$ cat src/rtl/jpeg_ff_stuffer.sv
// jpeg_ff_stuffer
// Pops 32-bit entropy-coded words from the FF-check FIFO, inserts a 0x00
// after every 0xFF data byte (JPEG byte stuffing) and repacks the stream
// into big-endian 32-bit output words. An end-of-image entry switches to
// FLUSH, which drains the buffer and marks the final, possibly partial,
// word with out_last. A saturating counter tracks inserted stuff bytes.
module jpeg_ff_stuffer #(
  parameter int BUF_BYTES = 12,  // fixed: the count<=4 read rule is sized for it
  parameter int CNT_W     = 16
) (
  input  logic             clk,
  input  logic             rst,
  input  logic             fifo_empty,
  input  logic [90:0]      fifo_rdata,
  input  logic             fifo_rvalid,
  output logic             read_req,
  output logic [31:0]      out_data,
  output logic             out_valid,
  input  logic             out_ready,
  output logic             out_last,
  output logic [2:0]       out_bytes,
  output logic [CNT_W-1:0] stuff_count
);

  typedef enum logic {
    RUN   = 1'b0,
    FLUSH = 1'b1
  } state_e;

  // Registered state
  state_e           state_q, state_d;
  logic [7:0]       buf_q [BUF_BYTES];
  logic [7:0]       buf_d [BUF_BYTES];
  logic [3:0]       count_q, count_d;
  logic             rd_pending_q, rd_pending_d;
  logic [CNT_W-1:0] stuff_q, stuff_d;

  // FIFO entry fields
  logic [31:0] in_word;
  logic [2:0]  in_nb_raw;
  logic [2:0]  in_nb;
  logic        in_eoi;
  logic        unused_rdata;

  // Stuffed form of the incoming entry: up to 8 bytes when every byte is 0xFF
  logic [7:0]  stuffed [8];
  logic [3:0]  stuffed_n;
  logic [2:0]  ff_n;

  // Pop/append bookkeeping
  logic             append;
  logic             pop;
  logic [3:0]       pop_n;
  logic [3:0]       rem;
  logic [3:0]       src;
  logic [3:0]       dst;
  logic [CNT_W:0]   stuff_sum;

  assign in_word      = fifo_rdata[31:0];
  assign in_nb_raw    = fifo_rdata[34:32];
  assign in_eoi       = fifo_rdata[35];
  assign unused_rdata = ^fifo_rdata[90:36];

  // A byte count of 0 means a full word; codes above 4 are treated alike
  assign in_nb = (in_nb_raw == 3'd0 || in_nb_raw > 3'd4) ? 3'd4 : in_nb_raw;

  // Only data we actually asked for is appended, so a read that was in
  // flight across a reset cannot leak stale bytes into the next image.
  assign append = fifo_rvalid && rd_pending_q;

  // Output decode straight from registered state; nothing here depends on
  // out_ready, so data/last/bytes hold while the consumer stalls.
  assign read_req    = (state_q == RUN) && !fifo_empty && !rd_pending_q
                       && (count_q <= 4'd4);
  assign out_valid   = (state_q == RUN) ? (count_q >= 4'd4) : (count_q != 4'd0);
  assign out_last    = (state_q == FLUSH) && (count_q <= 4'd4);
  assign out_bytes   = out_last ? count_q[2:0] : 3'd4;
  assign stuff_count = stuff_q;

  // Present the four oldest bytes, zero-padding anything past count
  always_comb begin
    out_data = 32'h0;
    for (int k = 0; k < 4; k++) begin
      if (4'(k) < count_q) out_data[31-8*k -: 8] = buf_q[k];
    end
  end

  // Expand the incoming entry into its stuffed byte sequence
  always_comb begin
    // NOTE: every variable gets a default before any conditional write so
    // no path leaves it unassigned, which would otherwise infer a latch.
    stuffed   = '{default: 8'h00};
    stuffed_n = 4'd0;
    ff_n      = 3'd0;
    for (int k = 0; k < 4; k++) begin
      if (3'(k) < in_nb) begin
        stuffed[stuffed_n[2:0]] = in_word[31-8*k -: 8];
        stuffed_n               = stuffed_n + 4'd1;
        if (in_word[31-8*k -: 8] == 8'hFF) begin
          stuffed[stuffed_n[2:0]] = 8'h00;
          stuffed_n               = stuffed_n + 4'd1;
          ff_n                    = ff_n + 3'd1;
        end
      end
    end
  end

  // Next-state: pop from the front first, then append behind the remainder
  always_comb begin
    pop   = out_valid && out_ready;
    pop_n = pop ? (out_last ? count_q : 4'd4) : 4'd0;
    rem   = count_q - pop_n;
    src   = 4'd0;
    dst   = 4'd0;

    for (int i = 0; i < BUF_BYTES; i++) begin
      src      = 4'(i) + pop_n;
      dst      = 4'(i) - rem;
      buf_d[i] = (src < 4'(BUF_BYTES)) ? buf_q[src] : 8'h00;
      if (append && (4'(i) >= rem) && (dst < stuffed_n)) begin
        buf_d[i] = stuffed[dst[2:0]];
      end
    end

    count_d      = rem + (append ? stuffed_n : 4'd0);
    rd_pending_d = read_req || (rd_pending_q && !fifo_rvalid);

    // Saturate rather than wrap so a long image cannot fake a small count
    stuff_sum = {1'b0, stuff_q} + (append ? (CNT_W+1)'(ff_n) : '0);
    stuff_d   = stuff_sum[CNT_W] ? '1 : stuff_sum[CNT_W-1:0];

    state_d = state_q;
    case (state_q)
      RUN:   if (append && in_eoi) state_d = FLUSH;
      FLUSH: if (pop && out_last)  state_d = RUN;
    endcase
  end

  // Control state, byte count, read tracking and stuff counter
  always_ff @(posedge clk) begin
    // NOTE: sequential state uses non-blocking assignment so every flop
    // samples pre-edge values, independent of statement order.
    if (rst) begin
      state_q      <= RUN;
      count_q      <= 4'd0;
      rd_pending_q <= 1'b0;
      stuff_q      <= '0;
    end else begin
      state_q      <= state_d;
      count_q      <= count_d;
      rd_pending_q <= rd_pending_d;
      stuff_q      <= stuff_d;
    end
  end

  // Byte storage
  // NOTE: the byte array is deliberately not reset; bytes at or beyond
  // count are never observed because out_data masks them to 0x00.
  always_ff @(posedge clk) begin
    buf_q <= buf_d;
  end

endmodule

$ cat config.mk
export PLATFORM = sky130hd
export DESIGN_NAME = jpeg_ff_stuffer
export DESIGN_NICKNAME = d
export VERILOG_FILES = /design/src/rtl/jpeg_ff_stuffer.sv
export SDC_FILE = /design/constraint.sdc
export NUM_CORES = 1
export LEC_CHECK = 0
export ABC_AREA = 1
export BUFFER_PORTS_ARGS = -buffer_cell sky130_fd_sc_hd__buf_2
export CAP_MARGIN = 20
export CORE_UTILIZATION = 50
export CTS_CLUSTER_SIZE = 10
export DETAILED_ROUTE_END_ITERATION = 12
export HOLD_SLACK_MARGIN = 0.12
export PLACE_DENSITY = 0.71
export SYNTH_ARGS = -nofsm -noshare
export SYNTH_HDL_FRONTEND = slang
export SYNTH_SLANG_ARGS = --single-unit
$ cat constraint.sdc
create_clock -name clk -period 5.5 [get_ports clk]
set_clock_uncertainty 0.05 [all_clocks]
set_input_delay 0 -clock clk [delete_from_list [all_inputs] [get_ports clk]]
set_output_delay 0 -clock clk [all_outputs]
set_load 0.03 [all_outputs]
---- Word level (Yosys, flattened, before mapping) ----
Index checks and enable logic that the tools add are counted.
storage, ports and cells
  register bits after elaboration ......... 118
  input bits .............................. 96
  output and inout bits ................... 54
  logic and storage cells ................. 370
operators by class
  add/sub/neg operators ................... 35
  magnitude comparators ................... 83
  equality and inequality tests ........... 4
  mux-type cells .......................... 149
  bitwise gates (word level) .............. 37
  reduce and logical (&&, ||, !) cells .... 46
operators with widths
  cell                                                         number
  two-way mux 8 bit                                            82
  binary-select mux 8 bit (select 4 bit)                       12
  two-way mux 64 bit                                           6
  binary-select mux 8 bit (select 3 bit)                       12
  AND 64 bit                                                   3
  bitwise mux 64 bit                                           3
  inverter 64 bit                                              3
  demux 8 bit (select 3 bit)                                   6
  >= comparator 4 bit (second input constant)                  18
  inverter 3 -> 4 bit                                          18
  >= comparator 5 bit (second input constant)                  12
  inverter 4 -> 5 bit                                          12
  less-than comparator 4 bit                                   12
  less-than comparator 4 bit (second input constant)           12
  logical AND 1 bit                                            39
  two-way mux 4 bit                                            9
  equality test 8 bit (second input constant)                  4
  two-way mux 16 bit                                           2
  two-way mux 3 bit                                            9
  adder 4 x 1 -> 4 bit (second input constant)                 6
  less-than comparator 4 x 1 -> 1 bit (second input constant)  6
  adder 16 x 3 -> 17 bit                                       1
  adder 3 x 4 -> 4 bit (first input constant)                  4
  adder 4 bit (first input constant)                           4
  other kinds (28)                                             59

---- Depth between registers and ports, before layout ----
Gate-level depths: netlist (run 1).
  depth after elaboration ................. 27
  mapped depth ............................ 35
  gate-level depth less buffers ........... 33

---- Worst setup path after synthesis (run 1) ----
Ideal clock, no wire load.
  path kind ............................... flip-flop to flip-flop
  start point ............................. reg count_q[2]
  end point ............................... reg buf_q[26] (netlist bit)
  library setup time ...................... 0.114 ns
  arrival ................................. 5.750 ns
  slack ................................... -0.414 ns
  cell stages (with the launch flop) ...... 29
  buffers on the path ..................... 6
  period minus slack after synthesis ...... 5.914 ns
  cells stage by stage .................... dfxtp_1 > nor2_1 > buf_2 > nand2_1 > nor2_1 > nand2_1 > inv_1 > buf_2 > buf_2 > ha_1 > inv_1 > fa_1 > clkbuf_1 > inv_1 > buf_1 > ha_1 > inv_1 > xor2_1 > clkinv_1 > clkbuf_1 > ha_1 > nand2_1 > nand2_1 > nand2_1 > nand2_1 > a21oi_4 > inv_2 > nand2_1 > nand2_1
RTL lines
  item                    line  RTL
  start, declared         34    logic [3:0] count_q, count_d;
  start signal, assigned  150   count_q <= count_d;
  end signal, assigned    160   buf_q <= buf_d;
  end, declared           32    logic [7:0] buf_q [BUF_BYTES];

==> results of run 1 <==
## Yosys cell counts (all sizes together)
cell and n:
o21ai 261, o21a 7, clkinv 13, a2111o 2, nand3 446, mux2i 8, nor4 2, dfxtp 118
or2 17, a31oi 11, o221ai 1, nand2 814, nor2 144, ha 57, nor3b 1, buf 63
a21o 2, a211oi 7, nor3 11, o22ai 8, nand3b 2, o21bai 2, o31ai 2, xnor2 4
and2 2, conb 2, a21oi 30, clkbuf 67, xor2 15, inv 247, fa 3, nand4 48
o211ai 55, o2111ai 7, a221oi 2
## power by group through the flow
| stage | Sequential [mW] | Combinational (mW) | Clock (mW) |
|---|---|---|---|
| after floorplan | 1.27 | 2.50 | 0 |
| after global placement | 1.38 | 3.54 | 0 |
| after detailed placement | 1.38 | 3.61 | 0 |
| after CTS | 1.36 | 3.65 | 1.22 |
| after global routing | 1.39 | 4.14 | 1.26 |
| final | 1.37 | 3.79 | 1.23 |
## logic make-up after synthesis
kind of cell / Yosys count / share of synthesized area (%)
AND/OR/NAND/NOR: 1487 / 47.4
AO/OA/AOI/OAI: 397 / 16.8
buffers and inverters: 390 / 11.1
flip-flops: 118 / 17.0
adder cells (fa/ha/maj): 60 / 5.58
XOR/XNOR: 19 / 1.47
multiplexers: 8 / 0.578
other: 2 / 0.0542
## final timing paths
check                               end  slack [ns]
max                   buf_q[84]$_DFF_P_        0.48
min                            read_req        0.25
max reg2reg           buf_q[84]$_DFF_P_        0.48
min reg2reg  stuff_count[11]$_SDFF_PP0_        0.46
## routing by layer
layer | share of wire [%] | track usage (%)
met3 | 9.1 | 5.63
met5 | 0 | 0
met2 | 44 | 68.2
met1 | 38 | 50.5
met4 | 8.8 | 32.1
## state kept, by name (all words and copies together) (netlist names)
| name | count |
|---|---|
| rd_pending_q | 1 |
| state_q | 1 |
| stuff_count | 16 |
| buf_q | 96 |
| count_q | 4 |
## stage by stage
step	hold WS (ns)	utilization [%]	cells	setup slack [ns]	power, mW
after floorplan	0.0711	-	2482	0.0207	3.77
after global placement	0.238	53.8	2857	0.397	4.92
after detailed placement	0.243	53.8	2857	0.298	4.99
after CTS	0.246	56.2	2895	0.274	6.23
after global routing	0.263	56.3	2895	0.141	6.78
final	0.247	56.3	2895	0.476	6.39
## layout make-up
cell class / count / area [sq um]
Sequential cell: 118 / 2360
Clock buffer: 18 / 429
Multi-Input combinational cell: 1974 / 10000
Fill cell: 2942 / 11900
Inverter: 260 / 980
Timing Repair Buffer: 139 / 823
Clock inverter: 14 / 176
Tap cell: 372 / 465
## layout by cell type (no fill, tap or decap), drive strengths merged, types with 4 or more instances in the layout
master       count
a211oi           7
a21oi           30
a31oi           11
buf            133
clkbuf          18
clkinv          20
dfxtp          118
dlygate4sd3      6
ha              57
inv            248
mux2i            8
nand2          814
nand3          446
nand4           48
nor2           144
nor3            11
o2111ai          7
o211ai          55
o21a             7
o21ai          261
o22ai            8
or2             17
xnor2            4
xor2            15
## what timing repair did
item                                    4_1_cts  5_1_grt
endpoints found under the hold margin        22        0
endpoints found under the setup margin        0       16
resized for setup                             0        2
hold buffers                                  6        0
setup buffers                                 0        0
## critical path: stages, from the launching register on
cell and delay [ns]:
dfxtp_1 0.42, inv_1 0.14, nand2_1 0.12, nor2_2 0.06, nor3b_2 0.35, nand2_1 0.16
nor2_4 0.11, inv_1 0.09, fa_1 0.42, or2_2 0.30, nand2_1 0.08, clkinv_1 0.06
buf_4 0.21, ha_2 0.57, clkinvlp_4 0.36, ha_1 0.38, nand2_1 0.09, nand2_1 0.06
nand2_1 0.05, nand3_1 0.35, inv_2 0.29, nand3_1 0.13, nand2_1 0.08
==> impl_metrics.env, run 1 <==
export IMPL_drt_first_pass_iters=8
export IMPL_seqPwrFrac_pct=21.5
export IMPL_grt_pass1_wl_mm=89.6
export IMPL_fin_nets=2666
export IMPL_power_frac_clock_pct=19.2
export IMPL_cts_tree="done"
export IMPL_yosysWarningCount=0
export IMPL_clkSinkCount=118
export IMPL_antenna_found_initial=0
export IMPL_syn_to_final_growth_pct=9.99
export IMPL_final_area_sq_mm=0.0152
export IMPL_first_iter_violations=2358
export IMPL_synth_area_sq_mm=0.0139
export IMPL_timing_setup_tns_ns=0
export IMPL_intPower_mw=3.00
export IMPL_ir_drop_mv=0.194
export IMPL_worstPathArrival_ns=5.34
export IMPL_drc_errors=0
export IMPL_endpoint_kind="register"
export IMPL_p_sw_share_pct=53.0
export IMPL_worstSetupStartpointType="register"
export IMPL_root_buffer="clkbuf_16"
export IMPL_post_route_min_period_ns=5.02
export IMPL_pwr_share_comb_pct=59.3
export IMPL_n_antenna_cell=0
export IMPL_final_hold_violation_count=0
export IMPL_period_share_pct=91.3
export IMPL_hold_class="input port to primary output"
export IMPL_wirelength_mm=59.9
export IMPL_r2r_cells=22
export IMPL_powerDensity_mw_per_mm2=419
export IMPL_dpl_cell_area_sq_mm=0.0146
export IMPL_holdPathStages=3
export IMPL_ys_ff_latch=118
export IMPL_drive_gt1_share_pct=10.7
export IMPL_synth_area_leaders="nand2_1, dfxtp_1, nand3_1"
export IMPL_gp_congestion=1.07
export IMPL_via_per_inst=5.99
export IMPL_final_max_slew_violation_count=0
export IMPL_synth_top_area_share_pct=21.5
export IMPL_cts_buffers=17
export IMPL_crit_required_ns=5.82
export IMPL_clk_pin_slew_ns=0.07
export IMPL_worstSetupStartpoint="count_q[1]$_SDFF_PP0_"
export IMPL_relSlewSlack_pct=25.7
export IMPL_max_freq_mhz=199
export IMPL_hold_start="fifo_empty"
export IMPL_rsz0062_at_grt="false"
export IMPL_grt_pass1_vias=15400
export IMPL_die_h_microns=169
export IMPL_initial_core_util_pct=51.1
export IMPL_netlist_instances=2481
export IMPL_drtAntennaViolNets=0
export IMPL_clockBufferDepth=2
export IMPL_io_pins=150
export IMPL_max_cap_viol_count=0
export IMPL_core_area_sq_mm=0.0271
export IMPL_synth_cell_types=55
export IMPL_grt_overflow_total=0
export IMPL_grt_max_degree=71
export IMPL_syn_area_per_cell_sq_um=5.59
export IMPL_worst_skew_pair_late_latency_ns=0.43
export IMPL_p_sw_mw=3.39
export IMPL_critical_path_class="register to register"
export IMPL_wl_per_cell_microns=20.7
export IMPL_critPathMaxFanout=23
export IMPL_seq_area_frac_synth_pct=17.0
export IMPL_h_tree_depth=4
export IMPL_port_buffers=94
export IMPL_rr_startpoint="count_q[1]$_SDFF_PP0_"
export IMPL_status="finished clean"
export IMPL_vias=17300
export IMPL_power_leakage_nw=7.58
export IMPL_fp_row_count=60
export IMPL_dieWidth_microns=169
export IMPL_yosysTopAreaCell="nand2_1"
export IMPL_worst_pin_slew_ns=1.10
export IMPL_setup_viol=0
export IMPL_dieArea_sq_mm=0.0284
export IMPL_grt_usage_pct=42.0
export IMPL_dp_hpwl_mm=46.8
Note: power is estimated with default switching activity, not from simulation.
==> run 2, diff against run 1 <==
==> constraint.sdc (replaced) <==
create_clock -name clk -period 5.5 [get_ports clk]
set_clock_uncertainty 0.05 [all_clocks]
set_input_delay 0 -clock clk [delete_from_list [all_inputs] [get_ports clk]]
set_output_delay 0 -clock clk [all_outputs]
set_load 0.005 [all_outputs]
==> impl_metrics.env, run 2 (synthesis gave the netlist of run 1 again) <==
export IMPL_status="finished clean"
export IMPL_cts_tree="done"
export IMPL_fillers=2841
export IMPL_largest_register_ffs=96
export IMPL_worst_skew_pair_late_latency_ns=0.44
export IMPL_hold_start="fifo_empty"
export IMPL_crit_required_ns=5.83
export IMPL_n_antenna_cell=0
export IMPL_crit_cells=20
export IMPL_fin_nets=2669
export IMPL_finalPower_mw=6.35
export IMPL_worstPathArrival_ns=5.33
export IMPL_h_tree_depth=4
export IMPL_max_cap_viol_count=0
export IMPL_wl_per_cell_microns=21.2
export IMPL_powerDensity_mw_per_mm2=415
export IMPL_cts_buffers=17
export IMPL_ir_drop_mv=0.174
export IMPL_setup_viol=0
export IMPL_grt_pass1_wl_mm=90.8
export IMPL_grt_max_degree=73
export IMPL_slowest_delay_ns=0.81
export IMPL_clockBufferDepth=2
export IMPL_mostFrequentLayoutCell="nand2_1"
export IMPL_cpMostUsedCell="nand2_1"
export IMPL_antenna_found_initial=0
export IMPL_worstSetupStartpointType="register"
export IMPL_port_buffers=94
export IMPL_worst_pin_slew_ns=0.989
export IMPL_post_route_min_period_ns=5.00
export IMPL_cpLargestDelayFamily="simple AND/OR/NAND/NOR gates"
export IMPL_rr_startpoint="count_q[1]$_SDFF_PP0_"
export IMPL_crit_chain="inv_1 -> nand2_1 -> nor2_2 -> nor3b_2 -> nand2_1 -> nor2_4 -> inv_1 -> fa_1 -> inv_1 -> ha_1 -> buf_4 -> clkinvlp_4 -> ha_1 -> nand2_1 -> nand2_1 -> nand2_1 -> nand3_1 -> inv_2 -> nand3_1 -> nand2_1"
export IMPL_clk_pin_slew_ns=0.07
export IMPL_grt_usage_pct=42.8
export IMPL_place_ws_ns=0.402
export IMPL_power_leakage_nw=7.61
export IMPL_critical_path_class="register to register"
export IMPL_root_buffer="clkbuf_16"
export IMPL_clkSinkCount=118
export IMPL_dp_hpwl_mm=47.8
export IMPL_final_seq_area_sq_mm=0.00236
export IMPL_first_iter_violations=2371
export IMPL_timing_setup_tns_ns=0
export IMPL_dieWidth_microns=169
export IMPL_grt_pass1_vias=15300
export IMPL_final_cell_mix="nand2_1, nand3_1, o21ai_0"
export IMPL_drt_first_pass_iters=6
export IMPL_dpl_cell_area_sq_mm=0.0146
export IMPL_vias=17200
export IMPL_relSlewSlack_pct=33.3
export IMPL_io_pins=150
export IMPL_final_max_slew_violation_count=0
export IMPL_endpoint_kind="register"
export IMPL_rsz0062_at_grt="false"
export IMPL_reg2reg_to="buf_q[84]$_DFF_P_"
export IMPL_drive_gt1_share_pct=10.6
export IMPL_core_area_sq_mm=0.0271
export IMPL_multi_input_area_sq_mm=0.00999
export IMPL_finalWorstSetupSlack_ns=0.501
export IMPL_initial_core_util_pct=51.1
export IMPL_drc_errors=0
export IMPL_gp_congestion=1.04
export IMPL_hold_class="input port to primary output"
export IMPL_final_area_sq_mm=0.0153
export IMPL_drtAntennaViolNets=0
export IMPL_max_freq_mhz=200
export IMPL_r2r_cells=20
export IMPL_grt_overflow_total=0
export IMPL_crit_buf_inv=6
export IMPL_critPathMaxFanout=18
export IMPL_hold_path_end="read_req"
export IMPL_syn_to_final_growth_pct=10.2
export IMPL_r2r_slack_ns=0.50
export IMPL_dieArea_sq_mm=0.0284
export IMPL_fp_row_count=60
export IMPL_cp_slowest_cell="fa_1"
export IMPL_holdPathStages=3
export IMPL_final_hold_violation_count=0
export IMPL_wirelength_mm=61.4
export IMPL_die_h_microns=169
export IMPL_largest_register="buf_q"
export IMPL_via_per_inst=5.95
export IMPL_period_share_pct=90.9
[run 2: cell types whose count changed in the layout (fill, tap and decap cells not counted), sizes merged]
cell and change:
buf +3, bufinv +1, clkbuf +1, clkinv -2
[run 2: worst register-to-register path, delay by kind of cell, from the launching register on]
family                     cells  cell delay, ns
adders and majority gates      3            1.53
buffers and inverters          6            1.36
DFF                            1            0.41
and+or+nand+nor               11            1.60
[run 2: stage by stage]
| stage | hold WS [ns] | std cells | util (%) |
|---|---|---|---|
| final | 0.221 | 2898 | 56.4 |
| after CTS | 0.198 | 2898 | 56.4 |
| after global placement | 0.193 | 2860 | 53.8 |
| after global routing | 0.229 | 2898 | 56.4 |
| after floorplan | -0.00878 | 2482 | - |
| after detailed placement | 0.198 | 2860 | 53.8 |
[run 2: where the power goes]
part	leakage, nW	internal [mW]	total, mW	switching (mW)
Clock	0.304	0.778	1.30	0.519
Combinational	6.33	1.11	3.65	2.54
Sequential	0.976	1.17	1.39	0.229
Total	7.61	3.06	6.35	3.29
[run 2: layer usage]
layer	GRT usage, %	share of wire, %
met1	50.4	37
met4	31.2	8.1
met2	69.5	45
met5	0	0
met3	8.51	9.7
[run 2: worst max path at each step]
stage	from	to	slack, ns
after floorplan	count_q[1]$_SDFF_PP0_	buf_q[26]$_DFF_P_	0.08
after global placement	fifo_rdata[32]	buf_q[7]$_DFF_P_	0.49
after detailed placement	fifo_rdata[32]	buf_q[9]$_DFF_P_	0.40
after CTS	count_q[1]$_SDFF_PP0_	buf_q[80]$_DFF_P_	0.49
after global routing	count_q[1]$_SDFF_PP0_	buf_q[84]$_DFF_P_	0.14
final	count_q[1]$_SDFF_PP0_	buf_q[84]$_DFF_P_	0.50
[run 2: layout make-up]
class / instances / area share [%]
Inverter: 260 / 6.41
Timing Repair Buffer: 142 / 5.54
Clock buffer: 19 / 2.90
Tap cell: 372 / 3.05
Clock inverter: 13 / 1.29
Sequential cell: 118 / 15.5
Multi-Input combinational cell: 1974 / 65.4
[run 2: repair_timing]
action,in CTS,in global routing
setup endpoints to repair,0,8
hold endpoints to repair,22,0
gates resized for setup,0,1
setup buffers,0,0
hold buffers,6,0
